--- config.mk ---
export PLATFORM = sky130hd
export DESIGN_NAME = uart_record_rx
export DESIGN_NICKNAME = d
export VERILOG_FILES = /design/src/rtl/tdc_link_pkg.sv /design/src/rtl/uart_rx_byte.sv /design/src/rtl/uart_record_rx.sv
export SDC_FILE = /design/constraint.sdc
export NUM_CORES = 1
export LEC_CHECK = 0
export ABC_AREA = 1
export BUFFER_PORTS_ARGS = -buffer_cell sky130_fd_sc_hd__buf_2
export CORE_UTILIZATION = 55
export DETAILED_ROUTE_END_ITERATION = 6
export PLACE_DENSITY = 0.75
export SYNTH_ARGS = -nofsm -noshare
export SYNTH_HDL_FRONTEND = slang
export SYNTH_SLANG_ARGS = --single-unit
export TNS_END_PERCENT = 100
--- constraint.sdc ---
create_clock -name clk -period 5.15 [get_ports clk]
set_input_delay 0.515 -clock clk [delete_from_list [all_inputs] [get_ports clk]]
set_output_delay 0.515 -clock clk [all_outputs]
set_load 0.01 [all_outputs]
--- src/rtl/tdc_link_pkg.sv ---
// rtl/tdc_link_pkg.sv - constants and types shared by the TDC record UART link
//
// Purpose: record geometry, the default UART bit period and the byte
// receiver state encoding. The TDC transmit side uses the same constants.
// Ports: none (package).
package tdc_link_pkg;

  localparam int RECORD_BYTES         = 5;
  localparam int RECORD_W             = 8 * RECORD_BYTES;
  localparam int DEFAULT_CLKS_PER_BIT = 868;  // 100 MHz / 115200 baud

  typedef enum logic [2:0] {
    ST_IDLE  = 3'd0,
    ST_START = 3'd1,
    ST_DATA  = 3'd2,
    ST_STOP  = 3'd3,
    ST_BREAK = 3'd4
  } rx_state_t;

endpackage

--- src/rtl/uart_rx_byte.sv ---
// rtl/uart_rx_byte.sv - 8N1 UART byte receiver with input synchroniser
//
// Purpose: synchronises rx, detects start bits, samples 8 data bits LSB
// first at mid-bit and checks the stop bit.
// Ports:
//   clk, reset    system clock, synchronous active-low reset
//   rx            asynchronous serial input, idles high
//   byte_data     last received byte (valid while byte_valid is high)
//   byte_valid    one-cycle pulse at mid stop bit when the stop bit is 1
//   byte_err      one-cycle pulse when the stop bit is sampled 0
//   start_det     one-cycle pulse when a start edge is taken in IDLE
//   idle          receiver FSM is in IDLE
module uart_rx_byte
  import tdc_link_pkg::*;
#(
  parameter int CLKS_PER_BIT = DEFAULT_CLKS_PER_BIT
) (
  input  logic       clk,
  input  logic       reset,
  input  logic       rx,
  output logic [7:0] byte_data,
  output logic       byte_valid,
  output logic       byte_err,
  output logic       start_det,
  output logic       idle
);

  localparam int TW = $clog2(CLKS_PER_BIT);
  localparam logic [TW-1:0] HALF_M1 = TW'(CLKS_PER_BIT / 2 - 1);
  localparam logic [TW-1:0] FULL_M1 = TW'(CLKS_PER_BIT - 1);

  logic            rx_meta, rx_s, rx_d;
  rx_state_t       state, state_next;
  logic [TW-1:0]   timer;
  logic [2:0]      bit_idx;
  logic [7:0]      shift_q;
  logic            timer_clr, data_tick;

  // Synchroniser and edge-detect history load 1 so reset never looks like a start bit.
  always_ff @(posedge clk) begin
    if (!reset) begin
      rx_meta <= 1'b1;
      rx_s    <= 1'b1;
      rx_d    <= 1'b1;
    end else begin
      rx_meta <= rx;
      rx_s    <= rx_meta;
      rx_d    <= rx_s;
    end
  end

  always_ff @(posedge clk) begin
    if (!reset) state <= ST_IDLE;
    else        state <= state_next;
  end

  always_comb begin
    state_next = state;
    timer_clr  = 1'b0;
    data_tick  = 1'b0;
    start_det  = 1'b0;
    byte_valid = 1'b0;
    byte_err   = 1'b0;
    case (state)
      ST_IDLE: begin
        timer_clr = 1'b1;
        if (rx_d && !rx_s) begin
          start_det  = 1'b1;
          state_next = ST_START;
        end
      end
      ST_START: begin
        // A start bit that is high again at mid-bit was a glitch.
        if (timer == HALF_M1) begin
          timer_clr  = 1'b1;
          state_next = rx_s ? ST_IDLE : ST_DATA;
        end
      end
      ST_DATA: begin
        if (timer == FULL_M1) begin
          timer_clr = 1'b1;
          data_tick = 1'b1;
          if (bit_idx == 3'd7) state_next = ST_STOP;
        end
      end
      ST_STOP: begin
        if (timer == FULL_M1) begin
          timer_clr = 1'b1;
          if (rx_s) begin
            byte_valid = 1'b1;
            state_next = ST_IDLE;
          end else begin
            byte_err   = 1'b1;
            state_next = ST_BREAK;
          end
        end
      end
      ST_BREAK: begin
        // Hold off until the line returns high so a stuck-low line is one error.
        timer_clr = 1'b1;
        if (rx_s) state_next = ST_IDLE;
      end
      default: state_next = ST_IDLE;
    endcase
  end

  always_ff @(posedge clk) begin
    if (!reset) begin
      timer   <= '0;
      bit_idx <= 3'd0;
      shift_q <= 8'h00;
    end else begin
      timer <= timer_clr ? '0 : timer + 1'b1;
      if (state == ST_START) bit_idx <= 3'd0;
      if (data_tick) begin
        shift_q <= {rx_s, shift_q[7:1]};
        bit_idx <= bit_idx + 3'd1;
      end
    end
  end

  assign byte_data = shift_q;
  assign idle      = (state == ST_IDLE);

endmodule

--- src/rtl/uart_record_rx.sv ---
// rtl/uart_record_rx.sv - reassembles UART bytes into TDC records
//
// Purpose: collects BYTES_PER_RECORD bytes (first byte in the MSBs) into one
// record, discarding partial records on framing error or inter-byte timeout.
// Ports:
//   clk, reset    system clock, synchronous active-low reset
//   rx            asynchronous serial input, idles high
//   record_data   last complete record, byte 0 in the top byte
//   record_valid  one-cycle pulse when record_data updates
//   frame_error   one-cycle pulse on a low stop bit
//   timeout       one-cycle pulse when a partial record is dropped on timeout
//   err_count     saturating count of frame errors plus timeouts
//   busy          byte receiver active or a partial record is held
module uart_record_rx
  import tdc_link_pkg::*;
#(
  parameter int CLKS_PER_BIT     = DEFAULT_CLKS_PER_BIT,
  parameter int BYTES_PER_RECORD = RECORD_BYTES,
  parameter int TIMEOUT_CLKS     = 20 * DEFAULT_CLKS_PER_BIT
) (
  input  logic                          clk,
  input  logic                          reset,
  input  logic                          rx,
  output logic [8*BYTES_PER_RECORD-1:0] record_data,
  output logic                          record_valid,
  output logic                          frame_error,
  output logic                          timeout,
  output logic [7:0]                    err_count,
  output logic                          busy
);

  localparam int RW = 8 * BYTES_PER_RECORD;
  localparam int IW = (BYTES_PER_RECORD > 1) ? $clog2(BYTES_PER_RECORD) : 1;
  localparam int CW = $clog2(TIMEOUT_CLKS + 1);
  localparam logic [IW-1:0] LAST_IDX = IW'(BYTES_PER_RECORD - 1);
  localparam logic [CW-1:0] TO_LAST  = CW'(TIMEOUT_CLKS - 1);

  logic [7:0]    byte_data;
  logic          byte_valid, byte_err, start_det, idle;
  logic [RW-1:0] acc, acc_next;
  logic [IW-1:0] idx;
  logic [CW-1:0] idle_cnt;
  logic          to_hit;

  uart_rx_byte #(
    .CLKS_PER_BIT(CLKS_PER_BIT)
  ) u_byte (
    .clk       (clk),
    .reset     (reset),
    .rx        (rx),
    .byte_data (byte_data),
    .byte_valid(byte_valid),
    .byte_err  (byte_err),
    .start_det (start_det),
    .idle      (idle)
  );

  assign acc_next = (acc << 8) | RW'(byte_data);

  // A start edge in the same cycle as expiry keeps the partial record.
  assign to_hit = idle && !start_det && (idx != '0) && (idle_cnt == TO_LAST);

  always_ff @(posedge clk) begin
    if (!reset) begin
      acc          <= '0;
      idx          <= '0;
      idle_cnt     <= '0;
      record_data  <= '0;
      record_valid <= 1'b0;
      frame_error  <= 1'b0;
      timeout      <= 1'b0;
      err_count    <= 8'h00;
    end else begin
      record_valid <= 1'b0;
      frame_error  <= 1'b0;
      timeout      <= 1'b0;

      if (byte_err) begin
        idx         <= '0;
        frame_error <= 1'b1;
      end else if (byte_valid) begin
        acc <= acc_next;
        if (idx == LAST_IDX) begin
          record_data  <= acc_next;
          record_valid <= 1'b1;
          idx          <= '0;
        end else begin
          idx <= idx + 1'b1;
        end
      end else if (to_hit) begin
        idx     <= '0;
        timeout <= 1'b1;
      end

      if (!idle || start_det || (idx == '0) || to_hit) idle_cnt <= '0;
      else                                             idle_cnt <= idle_cnt + 1'b1;

      if ((byte_err || to_hit) && (err_count != 8'hFF)) err_count <= err_count + 8'h01;
    end
  end

  assign busy = !idle || (idx != '0);

endmodule

==> summary.md, run 1 <==
| Metric | Value |
|---|---|
| Worst R2R Path Depth | `10` |
| Logic gate share of total power | `0.053` |
| Critical-path cell list | `ha_1 -> inv_1 -> nor2_2 -> nand2_4 -> inv_2 -> nand2_4 -> nor2_8 -> inv_4 -> nor2_1 -> nor2_1` |
| Most common cell after layout, fill and taps aside | `nand2_1` |
| RSZ-0062 raised after global routing | `false` |
| CTS tree | `built` |
| Hold Path Class | `input port to register` |
| Async S/R FF share, synth | `0` |
| Post-DRT Antenna Nets | `0` |
| Drt total wl | `10,800 µm` |
| Clock share of power | `0.516` |
| Highest Clock Rate | `406 MHz` |
| Clk sinks | `128` |
| Internal Power | `1.80 mW` |
| Peak VDD IR | `245 µV` |
| Total Routing Usage GR | `0.235` |
| Total Neg Setup Slack | `0 ns` |
| DR vias/cell | `5.15` |
| CP peak stage delay | `0.44 ns` |
| Post-synth top flop | `dfxtp_1` |
| Crit-path max FO | `41` |
| Synth unique cells | `34` |
| Final nets | `739` |
| R2R setup slack | `2.69 ns` |
| H-tree depth | `4` |
| Pwr dens | `390 nW/µm²` |
| Clk pin slew, worst setup/hold paths | `0.06 ns` |
| Leak | `2.79 nW` |
| Syn Inst Count | `678` |
| Max clock buf depth | `2` |
| Fin Clk Skew | `0.00996 ns` |
| Initial Utilization | `0.565` |
| Post-layout util | `0.658` |
| Final setup vio count | `0` |
| Clock Latency Late Sink | `0.52 ns` |
| Critical path endpoint category | `register` |
| Root Buffer | `clkbuf_8` |
| Hold depth | `2` |
| Synth-to-layout area growth | `16.5%` |
| Status | `completed` |
| Cell area after synthesis | `5190 µm²` |
| Number of global-route vias before repair | `4,177` |
| Hpwl dp | `7140 µm` |
| Final cell count without fillers | `852` |
| Period utilization | `0.478` |
| Max-Cap Viols | `0` |
| Largest net degree at the start of global routing | `54` |
| Switching pwr | `0.559 mW` |
| First-pass GRT wire length | `18,600 µm` |
| Layout cells sized above 1 | `0.186` |
| Min Tclk post-route | `2.46 ns` |
| I/O Buffers | `54` |
| Seq/Total Area, Yosys | `0.493` |
| FILL cells | `744` |
| CTS Buf Count | `17` |
| RD Place Congestion | `0.901` |
| Slew Limit Fails | `0` |
| Worst flop-to-flop path startpoint | `u_byte.timer[0]` |
| Total number of vias | `4,391` |
| Placed cell count | `820` |
| DRT iter0 DRCs | `185` |
| Worst-margin pin slew | `0.863 ns` |
| Die area | `9840 µm²` |
| Min-Delay Endpoint | `u_byte.rx_meta` |
| Syn Nets | `689` |
| Critical setup path kind | `register to register` |
| Post-layout power | `2.36 mW` |
| Antenna violations before repair | `0` |
| Post-cts resize count | `0` |
| Seq cells post-synth | `128` |
| Slowest library cell on the worst path | `nor2_8` |
| Warnings from Yosys | `0` |
| Residual DRC count | `0` |
| Crit path launch type | `register` |
| Seq pwr share | `0.431` |
| Slew HR | `0.424` |
| Rows | `35` |
| IO Count | `55` |
| Yosys top cell area share | `0.493` |
| Post-synth EDFFs | `0` |
| Gr ovfl total | `0` |
| Final hold vios | `0` |
| Mean Syn Cell Area | `7.66 µm²` |
| Arrival time of the worst setup path | `2.88 ns` |
| Die X | `99.2 µm` |
| Routed len/inst | `12.6 µm` |
| Setup Fix Bufs, Post-CTS | `0` |
| Ant diodes | `0` |
| CORE AREA | `9200 µm²` |
| Hold buffer count at cts | `0` |
| TritonRoute pass-1 iters | `5` |
| Reg2reg end | `record_data[9]` |
| CP required | `5.56 ns` |
| Sw frac | `0.237` |
| Die height | `99.2 µm` |
| Biggest area consumer among synthesized cells | `dfxtp_1` |
| Synth area leaders | `dfxtp_1, nand2_1, nor2_1, nor2_2, inv_1` |
| Min-delay src | `rx` |
| Most frequent cells in the layout | `nand2_1, dfxtp_1, nor2_1, buf_2, inv_1` |
[cell usage after synthesis (2+ instances only)]
master / number
nand2_1: 151
dfxtp_1: 128
nor2_1: 112
inv_1: 49
nand3_1: 36
nor2_2: 34
o21ai_1: 32
a21oi_1: 28
o21ai_0: 24
xor2_1: 11
nor3_1: 9
buf_6: 8
ha_1: 8
clkbuf_1: 7
or2_2: 6
buf_2: 5
inv_2: 5
nand4_1: 3
nor3b_1: 3
buf_4: 2
nand2_4: 2
o21bai_1: 2
o22ai_1: 2
[power groups by stage]
stage / sequential, mW / combinational, mW / clock, mW
global placement: 1.04 / 0.121 / 0
floorplan: 1.04 / 0.0970 / 0
CTS: 1.02 / 0.126 / 1.23
global route: 1.02 / 0.145 / 1.27
finish: 1.02 / 0.126 / 1.22
detailed placement: 1.04 / 0.125 / 0
[state kept, by name, summed over array words and instances (netlist names)]
register	cells
u_byte.state	3
u_byte.timer	10
u_byte.rx_d	1
idx	3
u_byte.byte_data	8
acc	32
u_byte.bit_idx	3
u_byte.rx_meta	1
record_data	40
u_byte.rx_s	1
idle_cnt	15
record_valid	1
frame_error	1
err_count	8
timeout	1
[per-stage QoR]
stage	hold WS, ns	cell area [µm²]	worst slack, ns
floorplan	0.393	5190	3.54
global placement	0.398	5440	2.68
detailed placement	0.407	5440	2.59
CTS	0.206	6050	2.72
global route	0.200	6050	2.51
finish	0.216	6050	2.69
[logic make-up (layout without fill, tap and decap cells)]
group,after synthesis,in the layout,share of synthesized area
buffers and inverters,78,141,0.0711
AOI/OAI and AO/OA,91,91,0.0906
adders and majority gates,8,8,0.0193
DFF,128,128,0.493
and+or+nand+nor,362,362,0.307
xor gates and xnor gates,11,11,0.0185
[how the worst max path moves through the flow]
| stage | startpoint | end | slack, ns | depth (start not counted) |
|---|---|---|---|---|
| floorplan | u_byte.timer[0] | record_data[9] | 3.54 | 11 |
| global route | u_byte.timer[0] | record_data[11] | 2.51 | 10 |
| finish | u_byte.timer[0] | record_data[9] | 2.69 | 10 |
| global placement | reset | u_byte.timer[7] | 2.68 | 5 |
| detailed placement | reset | u_byte.timer[7] | 2.59 | 5 |
| CTS | u_byte.timer[0] | record_data[9] | 2.72 | 10 |
[critical path: cells and delay by family, from the launching register on]
kind / cells / cell delay, ns
adders and majority gates: 1 / 0.19
and+or+nand+nor: 6 / 1.20
DFF: 1 / 0.38
buffers and inverters: 3 / 0.56
[layout make-up]
cell class,instances,area (µm²),area share
sequential,128,2560,0.423
multi-input combinational,472,2260,0.374
timing repair buffer,54,270,0.0446
inverter,55,209,0.0345
clock inverter,13,178,0.0294
clock buffer,19,432,0.0713
tap,111,139,0.0229
[routing by layer]
layer,vias up,wire [µm],GRT usage,part of all wire
li1,2255,-,-,-
met1,2012,5190,0.299,0.48
met2,112,5040,0.392,0.47
met3,12,430,0.0513,0.040
met4,0,119,0.0894,0.011
met5,-,0,0,0
Note: power is estimated with default switching activity, not from simulation.
==> inputs of run 2 (changes only) <==
==> constraint.sdc (replaced) <==
create_clock -name clk -period 2.5 [get_ports clk]
set_input_delay 0.25 -clock clk [delete_from_list [all_inputs] [get_ports clk]]
set_output_delay 0.25 -clock clk [all_outputs]
set_load 0.01 [all_outputs]
==> summary.md, run 2 (synthesized netlist as in run 1, its figures left out) <==
| Metric | Value |
|---|---|
| Routed len/inst | `12.6 µm` |
| Slowest library cell on the worst path | `dfxtp_1` |
| Highest Clock Rate | `500 MHz` |
| Min Tclk post-route | `2.00 ns` |
| Max-Cap Viols | `0` |
| DRT iter0 DRCs | `165` |
| IO Count | `55` |
| FILL cells | `762` |
| Crit path launch type | `register` |
| Peak VDD IR | `496 µV` |
| Period utilization | `0.800` |
| Ant diodes | `0` |
| RD Place Congestion | `0.852` |
| Final nets | `745` |
| Final hold vios | `0` |
| Total Neg Setup Slack | `0 ns` |
| First-pass GRT wire length | `18,500 µm` |
| Crit-path max FO | `40` |
| Rows | `35` |
| Fin area | `6100 µm²` |
| Clock Latency Late Sink | `0.52 ns` |
| Largest net degree at the start of global routing | `42` |
| Hpwl dp | `7030 µm` |
| Die area | `9840 µm²` |
| Clk pin slew, worst setup/hold paths | `0.06 ns` |
| DR vias/cell | `5.07` |
| CTS Buf Count | `17` |
| I/O Buffers | `54` |
| Register Area | `2560 µm²` |
| TritonRoute pass-1 iters | `5` |
| Status | `completed` |
| Antenna violations before repair | `0` |
| Fin Clk Skew | `0.00817 ns` |
| Die height | `99.2 µm` |
| Slew HR | `0.469` |
| Slew Limit Fails | `0` |
| Residual DRC count | `0` |
| Worst R2R Path Depth | `10` |
| Most frequent cells in the layout | `nand2_1, dfxtp_1, nor2_1, buf_2, inv_1` |
| Arrival time of the worst setup path | `2.45 ns` |
| Biggest regs | `record_data x40, acc x32, idle_cnt x15` |
| Worst flop-to-flop path startpoint | `u_byte.timer[0]` |
| CP peak stage delay | `0.39 ns` |
| Hold depth | `3` |
| Critical-path cell list | `ha_1 -> inv_1 -> nor2_2 -> nand2_4 -> inv_2 -> nand2_4 -> nor2_8 -> buf_4 -> o21ai_0 -> nor2_1` |
| Min-Delay Endpoint | `u_byte.state[0]` |
| Total number of vias | `4,351` |
| Critical setup path kind | `register to register` |
| R2R setup slack | `0.50 ns` |
| Post-DRT Antenna Nets | `0` |
| Final setup vio count | `0` |
| Leak | `2.82 nW` |
| Synth-to-layout area growth | `17.4%` |
| Total Routing Usage GR | `0.234` |
| Critical path endpoint category | `register` |
| Max clock buf depth | `2` |
| Reg2reg end | `record_data[1]` |
| Layout cells sized above 1 | `0.193` |
| Gr ovfl total | `0` |
| Die X | `99.2 µm` |
| Multi-input logic area | `2260 µm²` |
| Most flop-heavy register | `record_data` |
| Post-layout util | `0.663` |
| Most common cell after layout, fill and taps aside | `nand2_1` |
| Max reg flops | `40` |
| Hold Path Class | `input port to register` |
| RSZ-0062 raised after global routing | `false` |
| Number of global-route vias before repair | `4,129` |
| Initial Utilization | `0.565` |
| CTS tree | `built` |
| Drt total wl | `10,800 µm` |
| Most common cell type on the critical path | `nand2_4` |
| Pwr dens | `801 nW/µm²` |
| Root Buffer | `clkbuf_8` |
| Dpl cell area | `5480 µm²` |
| H-tree depth | `4` |
| Worst-margin pin slew | `0.793 ns` |
| CORE AREA | `9200 µm²` |
| Clk sinks | `128` |
| CP required | `2.95 ns` |
| Min-delay src | `reset` |
[run 2: cell types whose count changed in the layout (fill, tap and decap cells not counted)]
| cell | delta |
|---|---|
| clkinv_4 | -4 |
| inv_6 | +4 |
| clkinv_2 | +1 |
| inv_8 | +1 |
| clkbuf_1 | -1 |
| buf_4 | +5 |
| dlygate4sd3_1 | +1 |
| clkbuf_8 | -1 |
[run 2: how the worst max path moves through the flow]
stage                                from             end  slack [ns]  cells past startpoint
final                     u_byte.timer[0]  record_data[1]        0.50                     10
after global routing      u_byte.timer[0]  record_data[1]        0.30                     10
after CTS                 u_byte.timer[0]  record_data[1]        0.50                     10
after detailed placement  u_byte.timer[0]  record_data[1]        0.55                     10
after global placement    u_byte.timer[0]  record_data[8]        0.64                     10
after floorplan           u_byte.timer[0]  record_data[9]        0.89                     11
[run 2: what timing repair did]
action / CTS / global route
endpoints found under the hold margin: 1 / 0
setup buffers: 0 / 0
gates resized for setup: 0 / 0
hold buffers: 1 / 0
[run 2: through the flow]
stage	hold WS [ns]	cells	setup slack (ns)	total power [mW]
2_1_floorplan	0.357	678	0.885	2.33
3_3_place_gp	0.398	825	0.642	2.39
3_5_place_dp	0.402	825	0.547	2.40
4_1_cts	0.168	858	0.502	4.91
5_1_grt	0.201	858	0.299	5.06
6_report	0.180	858	0.501	4.88
[run 2: area by class of cell]
class / instances / share of cell area
inverter: 55 / 0.0343
clock buffer: 17 / 0.0679
tap: 111 / 0.0228
multi-input combinational: 472 / 0.371
timing repair buffer: 60 / 0.0521
clock inverter: 15 / 0.0318
sequential: 128 / 0.420
[run 2: critical path, delay by kind of cell (launching register included)]
family / cells / cell delay [ns]
DFF: 1 / 0.39
and+or+nand+nor: 5 / 0.66
adders and majority gates: 1 / 0.19
AOI/OAI and AO/OA: 1 / 0.15
buffers and inverters: 3 / 0.55
[run 2: power by group]
group | total (mW) | internal (mW) | switching, mW
Combinational | 0.268 | 0.0852 | 0.183
Clock | 2.52 | 1.55 | 0.968
Sequential | 2.10 | 2.07 | 0.0319
[run 2: routing by layer]
layer	global-route usage	share of wire	vias up
met5	0	0	-
met4	0.0882	0.014	0
met3	0.0583	0.045	15
met2	0.382	0.45	101
met1	0.300	0.49	1972
li1	-	-	2263
==> inputs of run 3 (changes only) <==
--- a/config.mk
+++ b/config.mk
@@ -7,7 +7,7 @@
 export LEC_CHECK = 0
 export ABC_AREA = 1
 export BUFFER_PORTS_ARGS = -buffer_cell sky130_fd_sc_hd__buf_2
-export CORE_UTILIZATION = 55
+export CORE_UTILIZATION = 52
 export DETAILED_ROUTE_END_ITERATION = 6
 export PLACE_DENSITY = 0.75
 export SYNTH_ARGS = -nofsm -noshare
==> constraint.sdc (replaced) <==
create_clock -name clk -period 1.7 [get_ports clk]
set_input_delay 0.17 -clock clk [delete_from_list [all_inputs] [get_ports clk]]
set_output_delay 0.17 -clock clk [all_outputs]
set_load 0.01 [all_outputs]
==> summary.md, run 3 (synthesized netlist as in run 1, its figures left out) <==
| Metric | Value |
|---|---|
| Status | `completed` |
| Peak VDD IR | `767 µV` |
| Post-layout util | `0.670` |
| Layout cells sized above 1 | `0.254` |
| Hold Path Class | `input port to register` |
| R2R setup slack | `0.03 ns` |
| Most common cell after layout, fill and taps aside | `nand2_1` |
| Hold depth | `3` |
| Min Tclk post-route | `1.67 ns` |
| Clk pin slew, worst setup/hold paths | `0.06 ns` |
| Min-delay src | `rx` |
| Post-DRT Antenna Nets | `0` |
| Largest net degree at the start of global routing | `42` |
| Critical path depth | `9` |
| Post-layout power | `6.95 mW` |
| Max clock buf depth | `2` |
| Die X | `102 µm` |
| Critical setup path kind | `register to register` |
| Drt total wl | `12,000 µm` |
| Die height | `102 µm` |
| CTS Buf Count | `17` |
| CTS tree | `built` |
| Residual DRC count | `0` |
| Most common cell type on the critical path | `buf_4` |
| Period utilization | `0.980` |
| Crit path launch type | `register` |
| Clock Latency Late Sink | `0.54 ns` |
| Slowest library cell on the worst path | `dfxtp_2` |
| CP peak stage delay | `0.36 ns` |
| FILL cells | `800` |
| Antenna violations before repair | `0` |
| Most flop-heavy register | `record_data` |
| I/O Buffers | `54` |
| Worst slack at placement | `-0.0566 ns` |
| Worst R2R Path Depth | `9` |
| RD Place Congestion | `0.828` |
| Critical-path cell list | `ha_4 -> inv_2 -> nor2_4 -> buf_4 -> nand4_1 -> buf_4 -> nand2_1 -> o21bai_1 -> nor2_1` |
| Critical path endpoint category | `register` |
| CP Capture Point | `idx[2]` |
| Final setup margin | `0.0336 ns` |
| Rows | `36` |
| CP required | `2.13 ns` |
| Total Routing Usage GR | `0.229` |
| Routed len/inst | `13.1 µm` |
| Max reg flops | `40` |
| Final hold vios | `0` |
| H-tree depth | `4` |
| TritonRoute pass-1 iters | `5` |
| Buf/Inv on CP | `3` |
| Pwr dens | `1070 nW/µm²` |
| Final setup vio count | `0` |
| DR vias/cell | `4.95` |
| Highest Clock Rate | `600 MHz` |
| Layer with the highest usage | `met2` |
| Most frequent cells in the layout | `nand2_1, dfxtp_1, nor2_1, buf_2, inv_1` |
| Final nets | `777` |
| IO Count | `55` |
| Clk sinks | `128` |
| CP delay by family, top | `simple AND/OR/NAND/NOR gates` |
| Ant diodes | `0` |
| Die area | `10,400 µm²` |
| Reg2reg end | `idx[2]` |
| Fin Clk Skew | `0.00806 ns` |
| Max-Cap Viols | `0` |
| Number of global-route vias before repair | `4,018` |
| Synth-to-layout area growth | `25.4%` |
| Met1 usage | `0.297` |
| Total number of vias | `4,508` |
| First-pass GRT wire length | `18,300 µm` |
| Arrival time of the worst setup path | `2.09 ns` |
| Slew Limit Fails | `0` |
| CP startpoint | `u_byte.timer[1]` |
| Leak | `2.99 nW` |
| Biggest regs | `record_data x40, acc x32, idle_cnt x15` |
| Root Buffer | `clkbuf_8` |
| Worst-margin pin slew | `0.320 ns` |
| Met2 usage | `0.357` |
| RSZ-0062 raised after global routing | `true` |
| Hpwl dp | `7490 µm` |
| DRT iter0 DRCs | `289` |
| Worst flop-to-flop path startpoint | `u_byte.timer[1]` |
| Initial Utilization | `0.534` |
| CORE AREA | `9730 µm²` |
| Gr ovfl total | `0` |
| Crit-path max FO | `3` |
| Met3 Use GR | `0.0677` |
| Slew HR | `0.786` |
run 3: repair_timing:
action / CTS / global route
setup buffers: 0 / 14
cloned: 0 / 2
pin swaps: 0 / 11
hold buffers: 2 / 0
hold endpoints to repair: 4 / 0
resized for setup: 7 / 37
setup endpoints to repair: 41 / 80
run 3: worst min path at each step:
stage                           endpoint  slack, ns
after floorplan           u_byte.rx_meta       0.28
after global placement    u_byte.rx_meta       0.38
after detailed placement  u_byte.rx_meta       0.38
after CTS                 u_byte.rx_meta       0.37
after global routing      u_byte.rx_meta       0.38
final                     u_byte.rx_meta       0.38
run 3: per-stage QoR:
stage / TNS (ns) / std cells / cell area (µm²) / hold WS, ns
after floorplan: 0 / 678 / 5190 / 0.277
after global placement: 0 / 862 / 5650 / 0.380
after detailed placement: -0.917 / 862 / 5650 / 0.378
after CTS: 0 / 895 / 6240 / 0.371
after global routing: -0.876 / 911 / 6520 / 0.381
final: 0 / 911 / 6520 / 0.375
run 3: worst reg2reg max path, cell delays in order (launching register included):
cell and delay, ns:
dfxtp_2 0.36, ha_4 0.14, inv_2 0.05, nor2_4 0.13, buf_4 0.13, nand4_1 0.21
buf_4 0.23, nand2_1 0.11, o21bai_1 0.15, nor2_1 0.06
run 3: layer usage:
layer	routed length [µm]	vias up
met5	0	-
met4	253	0
met3	496	19
met2	5550	87
met1	5660	2073
li1	-	2329
run 3: power by group:
| part | switching [mW] | internal, mW |
|---|---|---|
| Sequential | 0.0495 | 3.04 |
| Clock | 1.30 | 2.10 |
| Combinational | 0.296 | 0.161 |
run 3: final cells by class:
| cell class | count | area, µm² | area share |
|---|---|---|---|
| Clock buffer | 20 | 435 | 0.0668 |
| Clock inverter | 11 | 116 | 0.0179 |
| Inverter | 55 | 235 | 0.0361 |
| Multi-Input combinational cell | 472 | 2340 | 0.360 |
| Sequential cell | 128 | 2570 | 0.395 |
| Tap cell | 133 | 166 | 0.0255 |
| Timing Repair Buffer | 91 | 637 | 0.0977 |
| Timing Repair inverter | 1 | 11.3 | 0.00173 |
